## src/rtl/fir_sample_serializer_pkg.sv

```systemverilog
// fir_sample_serializer_pkg: shared state encoding and byte/sample width constants
package fir_sample_serializer_pkg;
  localparam int BYTE_W = 8;
  localparam int SAMPLE_W = 16;
  typedef enum logic {IDLE = 1'b0, SEND = 1'b1} state_e;
endpackage

```

## src/rtl/fir_sample_serializer_if.sv

```systemverilog
// fir_sample_serializer_if: sample-in / byte-out handshake bundle
//   in_valid/in_ready/in_data : signed FIR sample offered to the serializer
//   out_valid/out_ready/out_byte : byte stream to the UART TX, MSB first
//   busy : a sample is being sent
interface fir_sample_serializer_if
  import fir_sample_serializer_pkg::*;
#(parameter int WIDTH = SAMPLE_W);
  logic in_valid, in_ready;
  logic signed [WIDTH-1:0] in_data;
  logic out_valid, out_ready;
  logic [BYTE_W-1:0] out_byte;
  logic busy;
  modport master(output in_valid, in_data, out_ready, input in_ready, out_valid, out_byte, busy);
  modport slave(input in_valid, in_data, out_ready, output in_ready, out_valid, out_byte, busy);
endinterface

```

## src/rtl/fir_sample_serializer_byte_shift_reg.sv

```systemverilog
// fir_sample_serializer_byte_shift_reg: WIDTH-bit register with load and shift-left-by-a-byte
//   clk_i, rst_i (sync, active-high), load_i (priority over shift_i), shift_i, d_i, q_o
module fir_sample_serializer_byte_shift_reg
  import fir_sample_serializer_pkg::*;
#(parameter int WIDTH = SAMPLE_W) (
  input  logic             clk_i,
  input  logic             rst_i,
  input  logic             load_i,
  input  logic             shift_i,
  input  logic [WIDTH-1:0] d_i,
  output logic [WIDTH-1:0] q_o
);
  always_ff @(posedge clk_i)
    if (rst_i) q_o <= '0;
    else if (load_i) q_o <= d_i;
    else if (shift_i) q_o <= q_o << BYTE_W;
endmodule

```

## src/rtl/fir_sample_serializer.sv

```systemverilog
// fir_sample_serializer: unloads signed FIR samples as MSB-first bytes to the UART TX
//   clk_i, rst_i (sync, active-high); bus: slave side of fir_sample_serializer_if
module fir_sample_serializer
  import fir_sample_serializer_pkg::*;
#(parameter int width = SAMPLE_W) (
  input logic clk_i,
  input logic rst_i,
  fir_sample_serializer_if.slave bus
);
  localparam int NBYTES = width / BYTE_W;
  localparam int CW = NBYTES > 1 ? $clog2(NBYTES) : 1;
  state_e state_q, state_d;
  logic [CW-1:0] cnt_q, cnt_d;
  logic [width-1:0] shreg;
  logic last, byte_acc, in_acc, shift;
  // a new sample may enter on the same edge the last byte leaves, giving gapless streaming
  always_comb begin
    last = cnt_q == '0;
    bus.busy = state_q == SEND;
    bus.out_valid = bus.busy;
    bus.out_byte = shreg[width-1 -: BYTE_W];
    bus.in_ready = !bus.busy || (last && bus.out_ready);
    byte_acc = bus.out_valid && bus.out_ready;
    in_acc = bus.in_valid && bus.in_ready;
    shift = byte_acc && !last;
    state_d = in_acc ? SEND : (byte_acc && last) ? IDLE : state_q;
    cnt_d = in_acc ? CW'(NBYTES - 1) : shift ? cnt_q - CW'(1) : cnt_q;
  end
  always_ff @(posedge clk_i)
    if (rst_i) begin
      state_q <= IDLE;
      cnt_q <= '0;
    end else begin
      state_q <= state_d;
      cnt_q <= cnt_d;
    end
  fir_sample_serializer_byte_shift_reg #(.WIDTH(width)) u_shreg (
    .clk_i(clk_i),
    .rst_i(rst_i),
    .load_i(in_acc),
    .shift_i(shift),
    .d_i(bus.in_data),
    .q_o(shreg)
  );
endmodule

```

## src/flat_wrapper.sv

```systemverilog
// flat-port wrapper written by rule: the top's interface ports become plain ports
module fir_sample_serializer_flat import fir_sample_serializer_pkg::*;
#(parameter int width = SAMPLE_W)
  (clk_i, rst_i, bus_in_valid, bus_in_data, bus_out_ready, bus_in_ready, bus_out_valid, bus_out_byte, bus_busy);
  fir_sample_serializer_if #(.WIDTH(16)) bus_i ();
  input logic clk_i;
  input logic rst_i;
  input wire logic [$bits(bus_i.in_valid)-1:0] bus_in_valid;
  input wire logic [$bits(bus_i.in_data)-1:0] bus_in_data;
  input wire logic [$bits(bus_i.out_ready)-1:0] bus_out_ready;
  output wire logic [$bits(bus_i.in_ready)-1:0] bus_in_ready;
  output wire logic [$bits(bus_i.out_valid)-1:0] bus_out_valid;
  output wire logic [$bits(bus_i.out_byte)-1:0] bus_out_byte;
  output wire logic [$bits(bus_i.busy)-1:0] bus_busy;
  assign bus_i.in_valid = bus_in_valid;
  assign bus_i.in_data = bus_in_data;
  assign bus_i.out_ready = bus_out_ready;
  assign bus_in_ready = bus_i.in_ready;
  assign bus_out_valid = bus_i.out_valid;
  assign bus_out_byte = bus_i.out_byte;
  assign bus_busy = bus_i.busy;
  fir_sample_serializer #(.width(width)) u_core (.clk_i(clk_i), .rst_i(rst_i), .bus(bus_i));
endmodule
```

## config.mk

```make
export PLATFORM = sky130hd
export DESIGN_NAME = fir_sample_serializer_flat
export DESIGN_NICKNAME = d
export VERILOG_FILES = /design/src/rtl/fir_sample_serializer_pkg.sv /design/src/rtl/fir_sample_serializer_if.sv /design/src/rtl/fir_sample_serializer_byte_shift_reg.sv /design/src/rtl/fir_sample_serializer.sv /design/src/flat_wrapper.sv
export SDC_FILE = /design/constraint.sdc
export NUM_CORES = 1
export LEC_CHECK = 0
export ABC_AREA = 1
export ABC_CLOCK_PERIOD_IN_PS = 1600
export CORE_MARGIN = 2
export CORE_UTILIZATION = 25
export DETAILED_ROUTE_END_ITERATION = 16
export PLACE_DENSITY_LB_ADDON = 0.12
export SETUP_SLACK_MARGIN = 0.5
export SLEW_MARGIN = 0
export SYNTH_ARGS = -nofsm -noshare
export SYNTH_HDL_FRONTEND = slang
export SYNTH_SLANG_ARGS = --single-unit
```

## constraint.sdc

```tcl
create_clock -name clk_i -period 1.6 [get_ports clk_i]
set_clock_uncertainty 0.05 [all_clocks]
set_input_delay 0.4 -clock clk_i [delete_from_list [all_inputs] [get_ports clk_i]]
set_output_delay 0.4 -clock clk_i [all_outputs]
set_load 0.01 [all_outputs]
```

==> results.cfg, run 1 <==
[logic_synthesis]
ys_async_sr_fraction_pct = 0
synthTopCellsByArea = dfxtp_1, nand2_1, nand4_1, a21oi_1, buf_4
synth_edf_count = 0
syn-cell-area_um2 = 889.6
yosysSeqAreaShare_pct = 40.51
ys_types = 15
synth_top_area_cell = dfxtp_1
netlist_instances = 120
yosys_warnings = 0
postSynthAreaPerCell_um2 = 7.413
synth_top_area_share_pct = 40.51
yosys_most_used_dff = dfxtp_1
syn-num-nets = 140
ys_ff_latch = 18

[grt]
use_met3_pct = 4.286
grt_util_met2_pct = 20.13
track_usage_pct = 13.28
overflow = 0
antenna_found_initial = 0
grt_pass1_vias = 850
grt_first_pass_wirelength_um = 4188
gr-usage-met1_pct = 17.96
grt.busiest_layer = met2
grt_max_degree = 17

[power_and_ir_drop]
p_switching_uw = 343.2
power.share.clock_pct = 25.4
p_leak_uw = 0.0006475
seqPwrFrac_pct = 44.4
p_per_area_nw_per_um2 = 730.0
intPower_uw = 808.5
power.total_uw = 1152
power_switching_share_pct = 29.80
ir_drop_v = 0.0004152
p_comb_share_pct = 30.2

[cts]
root_buffer = clkbuf_4
cts_num_sinks = 18
clk_latency_ns = 0.30
cts_max_level = 1
clk_pin_slew_worst_paths_ns = 0.11
cts_made_buffers = 3
clock_path_buffers = 2
cts_tree = done

[min_path]
hold_path.class = reg2reg
whs_path_depth = 2

[final_layout]
layout_commonest_cell = buf_6
n_fill_cell = 330
drive_above_1_share_pct = 49.06
finalNetCount = 180
post-route-util_pct = 46.55
num_antenna_cells = 0
synthToLayoutAreaGrowth_pct = 77.36
layout_common_cells = buf_6, nand2_1, clkdlybuf4s50_1

[timing]
slew-limit-headroom_pct = 76.47
setup-tns-final_ns = 0
tightestPinTransition_ns = 0.3530
rsz0062_at_grt = true
period_needed_ns = 1.415
fin_crit_sh_pct = 88.46
fmax_mhz = 706.5
setup_slack_ns = 0.1846
final_hold_viol_count = 0
report.final.slew_viol_count = 0
setup_violations = 0

[floorplanning]
die_h_um = 63.65
rows = 21
die-width_um = 63.65
dieArea_um2 = 4051
num_io_pins = 31
core_area_um2 = 3390
initial_core_util_pct = 26.25

[setup_path]
slowest_delay_ns = 0.20
cp-start-kind = input port
required_ns = 1.15
arrival_ns = 0.97
crit_chain = clkdlybuf4s15_2 -> inv_2 -> o21ai_2 -> buf_2
slowest_stage = clkdlybuf4s15_2
path_class = in2out
critPathMaxFanout = 2
crit_path_end_kind = output port
ff2ff_path_depth = 5

[detailed_routing]
drc = 0
ant_nets = 0
wl_per_cell_um = 12.92
via_per_inst = 4.493
wirelength_um = 2648
dr_total_vias = 921
drt_iter0_drc = 42
first_pass_iters = 4

[placed_design]
io_buffers = 30
dp_hpwl_um = 1540
routabilityCongestion = 0.7121
dp_slack_ns = -0.5223

[job]
cap_viol_max_count = 0

[status]
status = finished clean
## synth_stat cells (2+ instances only)
library cell and instances:
a21oi_1 15, nand2_1 27, o21ai_0 9, a21oi_2 2
inv_1 11, nand3_1 2, dfxtp_1 18, nand4_1 16
buf_4 10, buf_2 3, nand2_2 3
## metal layers
| metal | vias up | part of all wire (%) |
|---|---|---|
| li1 | 480 | - |
| met1 | 412 | 48 |
| met2 | 27 | 45 |
| met3 | 2 | 5.9 |
| met4 | 0 | 0.72 |
| met5 | - | 0 |
## metrics by stage
step,hold WS (ns),instance area (µm²),cells
global placement,0.4002,1214,190
floorplan,0.3859,902.1,120
CTS,0.4243,1476,202
detailed placement,0.4026,1214,190
finish,0.4251,1578,205
global route,0.4539,1578,205
## sequential cells by signal, summed over array words and instances (netlist names)
register / count
u_core.cnt_q: 1
u_core.bus.busy: 1
u_core.u_shreg.q_o: 16
## critical path: cells and delay by family
kind | cells | cell delay (ns)
buf+inv | 3 | 0.40
compound gates | 1 | 0.16
## cell families after synthesis
| logic type | after synthesis | share of synthesized area [%] |
|---|---|---|
| flops | 18 | 40.51 |
| buf+inv | 27 | 16.88 |
| compound gates | 26 | 15.47 |
| simple gates | 49 | 27.15 |
## power groups by stage
stage	clock (µW)	sequential [µW]	combinational [µW]
5_1_grt	317	515	376
2_1_floorplan	0	508	149
3_3_place_gp	0	508	247
6_report	293	511	348
4_1_cts	303	507	317
3_5_place_dp	0	509	248
## area by class of cell
class                           count  area, µm²  area share, %
Multi-Input combinational cell     77      563.0          35.69
Sequential cell                    18      375.4          23.79
Tap cell                           46      57.56          3.648
Timing Repair Buffer               48      496.7          31.48
Inverter                           12      48.80          3.093
Clock buffer                        4      36.28          2.300
## repair_timing
item                       in CTS  in global routing
resized for setup             103                 21
gates cloned                    1                  1
hold buffers                    0                  0
pin swaps                      10                  9
setup endpoints to repair      29                 29
setup buffers                   7                  2
## final timing paths
kind / slack (ns) / from / endpoint
max: 0.18 / bus_out_ready / bus_in_ready
min: 0.43 / u_core.u_shreg.q_o[7] / u_core.u_shreg.q_o[7]
max reg2reg: 0.31 / u_core.bus.busy / u_core.u_shreg.q_o[14]
min reg2reg: 0.43 / u_core.u_shreg.q_o[7] / u_core.u_shreg.q_o[7]
(Power assumes the default switching activity.)
==> run 2: changes to the inputs <==
Settings changed: ABC_CLOCK_PERIOD_IN_PS 1600 to default.
==> results of run 2 <==
No change in the layout: final DEF, timing and power equal those of run 1.
==> run 3: changes to the inputs <==
--- a/config.mk
+++ b/config.mk
@@ -7,4 +7,5 @@
 export LEC_CHECK = 0
 export ABC_AREA = 1
+export CORE_ASPECT_RATIO = 1.2
 export CORE_MARGIN = 2
 export CORE_UTILIZATION = 25
--- a/constraint.sdc
+++ b/constraint.sdc
@@ -3,3 +3,3 @@
 set_input_delay 0.4 -clock clk_i [delete_from_list [all_inputs] [get_ports clk_i]]
 set_output_delay 0.4 -clock clk_i [all_outputs]
-set_load 0.01 [all_outputs]
+set_load 0.005 [all_outputs]
==> results.cfg, run 3 (synthesized netlist as in run 1, its figures left out) <==
[setup_path]
required_ns = 1.15
arrival_ns = 0.91
cp-start-kind = flip-flop
cp_top_family = flip-flops
crit_chain = buf_8 -> o21ai_2 -> buf_2
path_class = reg2out
slowest_delay_ns = 0.36
slowest_stage = dfxtp_4
crit_path_end_kind = output port
critPathMaxFanout = 3
crit_buf_inv = 2

[cts]
clk_pin_slew_worst_paths_ns = 0.08
cts_max_level = 1
clock_path_buffers = 2
cts_made_buffers = 3
hold_buffers = 0
cts_tree = done
clk_latency_ns = 0.25
cts_num_sinks = 18
root_buffer = clkbuf_8

[final_layout]
layout_common_cells = nand2_1, clkdlybuf4s50_1, nand4_1
layout_commonest_cell = nand2_1
stdcell_count = 198
num_antenna_cells = 0
drive_above_1_share_pct = 37.89
largest_reg_flops = 16
synthToLayoutAreaGrowth_pct = 65.82
regMostFlops = u_core.u_shreg.q_o
finalNetCount = 182

[timing]
slew-limit-headroom_pct = 86.40
period_needed_ns = 1.357
setup-tns-final_ns = 0
rsz0062_at_grt = true
final_hold_viol_count = 0
fin_crit_sh_pct = 84.79
setup_violations = 0
setup_slack_ns = 0.2434
report.final.slew_viol_count = 0
fmax_mhz = 737.1
whs_ns = 0.4111
tightestPinTransition_ns = 0.2019

[floorplanning]
die-width_um = 58.46
core_area_um2 = 3367
initial_core_util_pct = 26.42
dieArea_um2 = 4054
die_h_um = 69.35
num_io_pins = 31
rows = 23

[detailed_routing]
met2_length_um = 1391
routed.top_layer = met4
drc = 0
wl_met3_um = 104
first_pass_iters = 4
drt_iter0_drc = 30
dr_total_vias = 934
ant_nets = 0
wirelength_um = 2646
wl_met1_um = 1132
via_per_inst = 4.717
wl_per_cell_um = 13.36

[placed_design]
io_buffers = 30
dp_hpwl_um = 1622
dp_slack_ns = -0.5076
routabilityCongestion = 0.7376
dp_cells = 181

[grt]
grt_max_degree = 17
grt_pass1_vias = 893
grt_first_pass_wirelength_um = 4236
overflow = 0
antenna_found_initial = 0
track_usage_pct = 13.64

[job]
cap_viol_max_count = 0

[power_and_ir_drop]
ir_drop_v = 0.0004215
p_leak_uw = 0.0006299
p_per_area_nw_per_um2 = 807.3

[min_path]
hold_path.class = reg2reg

[status]
status = finished clean
[run 3: cell types whose count changed in the layout (fill, tap and decap cells not counted), moves of 6 or more]
cell | previous run | this run
buf_4 | 6 | 12
a21oi_2 | 10 | 3
a21oi_1 | 7 | 14
buf_2 | 1 | 7
buf_6 | 21 | 7
nand2_1 | 19 | 27
nand2_2 | 6 | 0
[run 3: tightest hold or removal path, cell delays in order (launching register included)]
cell and delay (ns):
dfxtp_1 0.31, nand2_1 0.06, a21oi_1 0.05
[run 3: path summary, 6_finish.rpt]
path | start | to | slack [ns] | cells past startpoint
hold reg to reg | u_core.u_shreg.q_o[2] | u_core.u_shreg.q_o[2] | 0.41 | 2
setup reg to reg | u_core.bus.busy | u_core.u_shreg.q_o[10] | 0.29 | 5
hold / removal | u_core.u_shreg.q_o[2] | u_core.u_shreg.q_o[2] | 0.41 | 2
setup / recovery | u_core.bus.busy | bus_in_ready | 0.24 | 3
[run 3: final cells by class]
class | instances | area [µm²]
tap | 37 | 46.29
inverter | 12 | 48.80
clock buffer | 4 | 55.05
timing repair buffer | 49 | 456.7
sequential | 18 | 374.1
fill | 352 | 1892
multi-input combinational | 78 | 494.2
[run 3: report_power, final]
part | internal [µW] | leakage [µW] | switching [µW] | total (µW)
clock | 219 | 0.0000288 | 168 | 387
combinational | 159 | 0.000449 | 143 | 301
sequential | 484 | 0.000152 | 18.0 | 503
[run 3: routing by layer]
| layer | track usage [%] | up-vias |
|---|---|---|
| met2 | 22.47 | 18 |
| met1 | 17.60 | 431 |
| li1 | - | 483 |
| met5 | 0 | - |
| met4 | 4.651 | 0 |
| met3 | 2.239 | 2 |
[run 3: timing repair]
| action | in CTS | in global routing |
|---|---|---|
| buffers inserted | 7 | 1 |
| endpoints found under the setup margin | 29 | 28 |
| pin swaps | 1 | 2 |
| resized for setup | 75 | 13 |
| gates cloned | 5 | 0 |
| endpoints found under the hold margin | 0 | 0 |
[run 3: through the flow]
| stage | power (µW) | util, % | cell area, µm² |
|---|---|---|---|
| 2_1_floorplan | 647.5 | - | 902.1 |
| 5_1_grt | 1250 | 43.81 | 1475 |
| 4_1_cts | 1184 | 43.14 | 1453 |
| 3_3_place_gp | 746.0 | 35.71 | 1202 |
| 6_report | 1191 | 43.81 | 1475 |
| 3_5_place_dp | 747.9 | 35.71 | 1202 |
